**config.mk**
```make
export PLATFORM = sky130hd
export DESIGN_NAME = ram_mbist
export DESIGN_NICKNAME = d
export VERILOG_FILES = /design/src/rtl/ram_mbist.sv
export SDC_FILE = /design/constraint.sdc
export NUM_CORES = 1
export LEC_CHECK = 0
export CAP_MARGIN = 25
export CORE_AREA = 2 2 78 155
export CTS_CLUSTER_SIZE = 40
export DETAILED_ROUTE_END_ITERATION = 10
export DIE_AREA = 0 0 80 157
export HOLD_SLACK_MARGIN = 0.08
export PLACE_DENSITY = 0.81
export SYNTH_ARGS = -nofsm -noshare
export SYNTH_HDL_FRONTEND = slang
export SYNTH_SLANG_ARGS = --single-unit
```
**constraint.sdc**
```tcl
create_clock -name clk -period 6.9 [get_ports clk]
set_input_delay 0.69 -clock clk [delete_from_list [all_inputs] [get_ports clk]]
set_output_delay 0.69 -clock clk [all_outputs]
set_load 0.02 [all_outputs]
```
**src/rtl/ram_mbist.sv**
```systemverilog
// ram_mbist: March C- built-in self-test controller for a single-port 32-bit SRAM
module ram_mbist #(
  parameter int          ADDR_W    = 12,
  parameter logic [31:0] BASE_ADDR = 32'h0000_0000,
  parameter logic [31:0] BG        = 32'h0000_0000
) (
  input  logic              clk,
  input  logic              rst,
  input  logic              start,
  output logic              busy,
  output logic              done,
  output logic              fail,
  output logic [15:0]       fail_cnt,
  output logic [ADDR_W-1:0] fail_addr,
  output logic [2:0]        fail_elem,
  output logic [31:0]       fail_rdata,
  output logic              ram_req,
  output logic [31:0]       ram_addr,
  output logic              ram_we,
  output logic [3:0]        ram_be,
  output logic [31:0]       ram_wdata,
  input  logic [31:0]       ram_rdata
);
  typedef enum logic [1:0] {IDLE, RUN, FLUSH, DONE} state_t;
  localparam logic [ADDR_W-1:0] LAST = '1;
  state_t state, state_nx;
  logic [2:0] elem, elem_nx, chk_elem;
  logic [ADDR_W-1:0] idx, idx_nx, chk_idx;
  logic ph, ph_nx, down, rw, last, go, we_nx, req_nx, chk_v, mis;
  logic [31:0] addr_nx, wdata_nx, rd_exp, chk_exp;
  // march sequencer: current op is (elem, idx, ph); ph=1 is the write half of an r,w pair
  always_comb begin
    go = start && (state == IDLE || state == DONE);
    down = elem == 3'd3 || elem == 3'd4;
    rw = elem != 3'd0 && elem != 3'd5;
    last = down ? idx == '0 : idx == LAST;
    rd_exp = (elem == 3'd2 || elem == 3'd4) ? ~BG : BG;
    state_nx = state;
    elem_nx = elem;
    idx_nx = idx;
    ph_nx = ph;
    if (go) begin
      state_nx = RUN;
      elem_nx = '0;
      idx_nx = '0;
      ph_nx = 1'b0;
    end else if (state == RUN) begin
      if (rw && !ph) ph_nx = 1'b1;
      else if (!last) begin
        ph_nx = 1'b0;
        idx_nx = down ? idx - 1'b1 : idx + 1'b1;
      end else if (elem == 3'd5) state_nx = FLUSH;
      else begin
        ph_nx = 1'b0;
        elem_nx = elem + 3'd1;
        idx_nx = (elem == 3'd2 || elem == 3'd3) ? LAST : '0;
      end
    end else if (state == FLUSH) state_nx = DONE;
    req_nx = state_nx == RUN;
    we_nx = req_nx && (elem_nx == 3'd0 || ph_nx);
    addr_nx = req_nx ? BASE_ADDR + 32'({idx_nx, 2'b00}) : '0;
    wdata_nx = we_nx ? ((elem_nx == 3'd1 || elem_nx == 3'd3) ? ~BG : BG) : '0;
    mis = chk_v && ram_rdata != chk_exp;
  end
  // state register
  always_ff @(posedge clk) begin
    if (rst) state <= IDLE;
    else state <= state_nx;
  end
  // registered RAM request, one-cycle-delayed read check and result capture
  always_ff @(posedge clk) begin
    if (rst) begin
      {elem, idx, ph, chk_v, chk_exp, chk_idx, chk_elem} <= '0;
      {ram_req, ram_we, ram_be, ram_addr, ram_wdata} <= '0;
      {busy, done, fail, fail_cnt, fail_addr, fail_elem, fail_rdata} <= '0;
    end else begin
      elem <= elem_nx;
      idx <= idx_nx;
      ph <= ph_nx;
      ram_req <= req_nx;
      ram_we <= we_nx;
      ram_be <= req_nx ? 4'hF : 4'h0;
      ram_addr <= addr_nx;
      ram_wdata <= wdata_nx;
      chk_v <= ram_req && !ram_we;
      chk_exp <= rd_exp;
      chk_idx <= idx;
      chk_elem <= elem;
      busy <= state_nx == RUN || state_nx == FLUSH;
      done <= state_nx == DONE;
      if (go) {fail, fail_cnt, fail_addr, fail_elem, fail_rdata} <= '0;
      else if (mis) begin
        fail_cnt <= fail_cnt + {15'd0, fail_cnt != 16'hFFFF};
        if (!fail) begin
          fail <= 1'b1;
          fail_addr <= chk_idx;
          fail_elem <= chk_elem;
          fail_rdata <= ram_rdata;
        end
      end
    end
  end
endmodule

```
Yosys cells after proc, flatten, opt, wreduce, memory -nomap -nowiden
Index checks and enable logic that the tools add are counted.

Equal/unequal tests: 16. $add $sub $neg: 4. Bitwise gates (word level): 3. Muxes and demuxes: 27. Reductions and logical operators: 23.

Operator list (count): 12-bit two-way mux (7); 32-bit two-way mux (2); 32-bit inequality test (1); 16-bit by 1-bit adder with 16-bit output (1); 16-bit inequality test (second input constant) (1); 3-bit two-way mux (5); 12-bit by 1-bit adder with 12-bit output (second input constant) (1); 12-bit equality test (second input constant) (1); 12-bit zero test (1); 2-bit two-way mux (6); 12-bit by 1-bit subtractor with 12-bit output (second input constant) (1); 3-bit by 2-bit equality test with 1-bit output (second input constant) (3); 2-bit equality test (second input constant) (4); 1-bit logical OR (7); 3-bit equality test (second input constant) (2); 1-bit logical AND (6); 1-bit two-way mux (6); 2-bit OR reduction (3); 2-bit by 1-bit equality test with 1-bit output (second input constant) (2); 4-bit two-way mux (1); 3-bit by 1-bit adder with 3-bit output (second input constant) (1); 3-bit by 1-bit equality test with 1-bit output (second input constant) (1); 3-bit zero test (1); 3-bit inequality test (second input constant) (1); other kinds (5) (8).

Output and inout bits: 136. Bits of input ports: 35. Bits in registers: 202. Logic and storage cells: 94.

Logic depth before layout (Yosys ltp)
Word-level depth: 12. Depth in mapped cells: 13.

Worst setup path after synthesis
Ideal clock, no wire load.

Path type: flip-flop to flip-flop. From: register elem[0]. To: register ram_addr[12]. Stages on the path, launching flop included: 14. Slack: 3836 ps. Arrival time: 2920 ps. Setup time: 144 ps. Cell sequence: dfxtp_1 -> inv_1 -> ha_1 -> mux2_4 -> or4_4 -> nand2_4 -> nand2_2 -> a21oi_1 -> nor2_1 -> or2_2 -> ha_1 -> nand2_1 -> or4_1 -> o311ai_0.

Word-level cells in the longest chain between the ends: 10. Elaborated cells on any way between the ends: 26. Classes of those cells: eq/ne: 6; mux: 13; bitwise: 1; reduce/logical: 6.

Ends and longest elaborated chain: start, declared (RTL line 27) `logic [2:0] elem, elem_nx, chk_elem;`; start signal, assigned (RTL line 77) `elem <= elem_nx;`; 3-bit by 2-bit equality test with 1-bit output or 3-bit equality test (tied branches) (RTL line 34) `down = elem == 3'd3 || elem == 3'd4;`; 1-bit logical OR (RTL line 34); 1-bit two-way mux (RTL line 36) `last = down ? idx == '0 : idx == LAST;`; 2-bit two-way mux (RTL line 49) `else if (!last) begin`; 2-bit two-way mux (*) (RTL line 48) `if (rw && !ph) ph_nx = 1'b1;`; 2-bit two-way mux (*) (RTL line 47) `end else if (state == RUN) begin`; 2-bit two-way mux (*) (RTL line 42) `if (go) begin`; 2-bit by 1-bit equality test with 1-bit output (*) (RTL line 59) `req_nx = state_nx == RUN;`; net req_nx (RTL line 29) `logic ph, ph_nx, down, rw, last, go, we_nx, req_nx, chk_v, mis;`; 1-bit NOT (no source line) (*); 2-bit OR reduction (no source line) (*); end signal, assigned (RTL line 83) `ram_addr <= addr_nx;`; end, declared (RTL line 18) `output logic [31:0] ram_addr,`.

The timed path passes the listed nets; every way through them passes the cells marked *. A chain may end at the register's enable or synchronous reset.

Worst setup path after layout
Ends and elaborated chain as after synthesis.

==> results.json <==
{
  "stdcell_count": 922,
  "fillCellCount": 932,
  "mappedNetlistArea_um2": 5702,
  "cts_buffers": 17,
  "clk_path_buf_depth": 2,
  "period_share_pct": 52.90,
  "syn_area_per_cell_um2": 8.678,
  "power_mw": 2.285,
  "placed_cell_area_um2": 6897,
  "route.vias.total": 4975,
  "vias_per_cell": 5.396,
  "clock-sinks": 116,
  "synth_mux_area_share_pct": 0.7900,
  "grt_max_degree": 79,
  "start_util_pct": 50.52,
  "finClkSkew_ns": 0.01736,
  "regArea_um2": 2322,
  "ys_warn_count": 0,
  "grt_setup_unrepaired": "no",
  "combPwrFrac_pct": 25.0,
  "crit_end": "ram_addr[12]",
  "critPathLaunch": "elem[0]",
  "drive_gt1_share_pct": 14.10,
  "synth_top_family_by_area": "simple AND/OR/NAND/NOR gates",
  "yosysTopAreaCell": "dfxtp_1",
  "synth_top_area_share_pct": 40.73,
  "synth_area_leaders": "dfxtp_1, buf_4, nand2_1",
  "start_kind": "register",
  "power_switching_mw": 0.7213,
  "crit_top_cell": "ha_1",
  "status": "completed",
  "clock-root-buffer": "clkbuf_16",
  "drtIter0Drc": 175,
  "final-max-slew-violation-count": 0,
  "die_area_um2": 12560,
  "die_h_um": 157,
  "port_buffers": 150,
  "p_per_area_nw_per_um2": 301.6,
  "pwr-share-clk_pct": 40.4,
  "synthCells": 657,
  "r2r_end": "ram_addr[12]",
  "cellInternalPower_mw": 1.563,
  "coreArea_um2": 11290,
  "synth_seq_cells": 116,
  "endpoint_kind": "register",
  "maxSlewHeadroom_pct": 39.89,
  "num_io_pins": 171,
  "first_pass_iters": 4,
  "stdcell_area_um2": 7576,
  "grt_pass1_wl_um": 22680,
  "netlist_top_cells_count": "dfxtp_1, nand2_1, buf_4, nor2_1, a21oi_1",
  "place_congestion": 0.9593,
  "cts_hold_buf": 0,
  "ys_types": 64,
  "synth_ff_type": "dfxtp_1",
  "power_leakage_nw": 2.643,
  "num_rows": 55,
  "globalRouteOverflowTotal": 0,
  "whs_ns": 0.4292,
  "vdd_drop_max_uv": 324.1,
  "ctsResizeCount": 0,
  "layout_min_cycle_time_ns": 3.650,
  "setup_viol": 0,
  "worst_ep_required_time_ns": 7.15,
  "worstPathArrival_ns": 3.90,
  "critPathMaxStageDelay_ns": 0.61,
  "cts_tree": "done",
  "path_max_fanout": 19,
  "grt_usage_pct": 22.66,
  "hold_viol_final": 0,
  "grt_pass1_vias": 4886,
  "post-cts-setup-buffers": 0,
  "synth_edf_count": 0,
  "worstSetupPathType": "register to register",
  "async_flop_share_pct": 0,
  "fmax_mhz": 274.0,
  "place_ws_ns": 3.202,
  "seqPwrFrac_pct": 34.6,
  "n_antenna_cell": 0,
  "fin_setup_tns_ns": 0,
  "wl_per_cell_um": 15.41,
  "multi_input_area_um2": 2823,
  "nNetsFinal": 825,
  "ys_seq_area_share_pct": 40.73,
  "dpl.cell_count": 888,
  "setup_ws_ns": 3.250,
  "synth_xor_area_share_pct": 2.611,
  "synth_most_common_cell": "dfxtp_1",
  "synthSimpleGateAreaFrac_pct": 24.53,
  "insertion_delay_ns": 0.41,
  "die_x_um": 80,
  "hp-class": "register to register",
  "synth_compound_area_share_pct": 14.88,
  "worst_pin_slew_ns": 0.9005,
  "switching_share_pct": 31.57,
  "wl_um": 14210,
  "r2r-start": "elem[0]",
  "drc_errors": 0,
  "regToRegSetupSlack_ns": 3.25,
  "hpwlAfterDp_um": 10400,
  "cp_cell_sequence": "inv_1, ha_1, mux2_4, or4_4, nand2_4, nand2_2, a21oi_1, nor2_1, or2_2, ha_1, nand2_1, or4_1, o311ai_0",
  "critPathSlowestCell": "or4_4",
  "cts.clk_slew.worst_paths_ns": 0.06,
  "yosys.area_share.adder_pct": 5.179,
  "antenna_found_initial": 0,
  "htreeDepth": 4,
  "area_growth_pct": 32.87,
  "drtAntennaViolNets": 0,
  "worstRegToRegCells": 13,
  "fin_util_pct": 67.13,
  "drv_cap": 0
}
[state kept, by name (all words and copies together), names as in the netlist, 2 cells and up]
signal and count:
chk_elem 3, chk_idx 12, fail_addr 12, ram_addr 12, state 2, elem 3, fail_cnt 16, fail_elem 3
idx 12, fail_rdata 32
[final cells by class]
type | count | area share [%]
clock buffer | 17 | 5.615
clock inverter | 15 | 2.725
inverter | 14 | 0.6936
multi-input combinational | 465 | 37.26
sequential | 116 | 30.65
tap | 142 | 2.345
timing repair buffer | 153 | 20.71
[cells in the final DEF (no fill, tap or decap), drive strengths merged, types with 2 or more instances in the layout]
cell             n
mux2i            3
and3             3
nor4             9
nand4           12
xor2             6
conb            20
dfxtp          116
or4              8
a2111oi          3
nand2          115
inv             16
o211ai           4
xnor2           11
clkinv           7
a21o             2
or3             11
nor2b           21
o22ai            7
nor3            21
nor2            51
a21oi           69
or2              2
o21ai           18
nand2b           4
nand3           12
a21boi           3
buf              3
a211oi           2
clkbuf          17
and2             4
ha              22
a31oi            4
clkdlybuf4s50  150
clkinvlp         2
bufinv           4
o311ai           4
[routing by layer]
| layer | part of all wire, % | global-route usage (%) | vias up |
|---|---|---|---|
| met5 | 0 | 0 | - |
| met4 | 2.7 | 10.57 | 0 |
| met3 | 5.8 | 6.250 | 27 |
| met2 | 56 | 42.34 | 188 |
| met1 | 36 | 22.38 | 2352 |
| li1 | - | - | 2408 |
[logic make-up after synthesis]
kind of cell / after synthesis
other: 1
xor gates and xnor gates: 17
buffers and inverters: 95
and+or+nand+nor: 277
adders and majority gates: 23
AOI/OAI and AO/OA: 124
DFF: 116
muxes: 4
[worst min-delay path by stage]
stage	slack [ns]	endpoint	cells after the start	from
4_1_cts	0.43	chk_v	1	ram_we
3_3_place_gp	0.41	chk_v	1	ram_we
5_1_grt	0.45	fail_elem[2]	2	chk_elem[2]
3_5_place_dp	0.42	chk_v	1	ram_we
6_report	0.43	chk_v	1	ram_we
2_1_floorplan	0.43	fail_addr[0]	2	chk_idx[0]
[power groups by stage]
stage | combinational [mW] | sequential, mW | clock (mW)
6_report | 0.571 | 0.791 | 0.923
5_1_grt | 0.626 | 0.796 | 0.969
4_1_cts | 0.556 | 0.789 | 0.938
3_5_place_dp | 0.552 | 0.803 | 0
3_3_place_gp | 0.533 | 0.800 | 0
2_1_floorplan | 0.360 | 0.832 | 0
[worst max-delay path: cells and delay by family (launching register included)]
kind                     cells  cell delay [ns]
multiplexers                 1             0.38
buffers and inverters        1             0.14
adder cells (fa/ha/maj)      2             0.52
AND/OR/NAND/NOR              7             1.74
AO/OA/AOI/OAI                2             0.32
flip-flops                   1             0.37
Power figures use the tool's default switching activity.
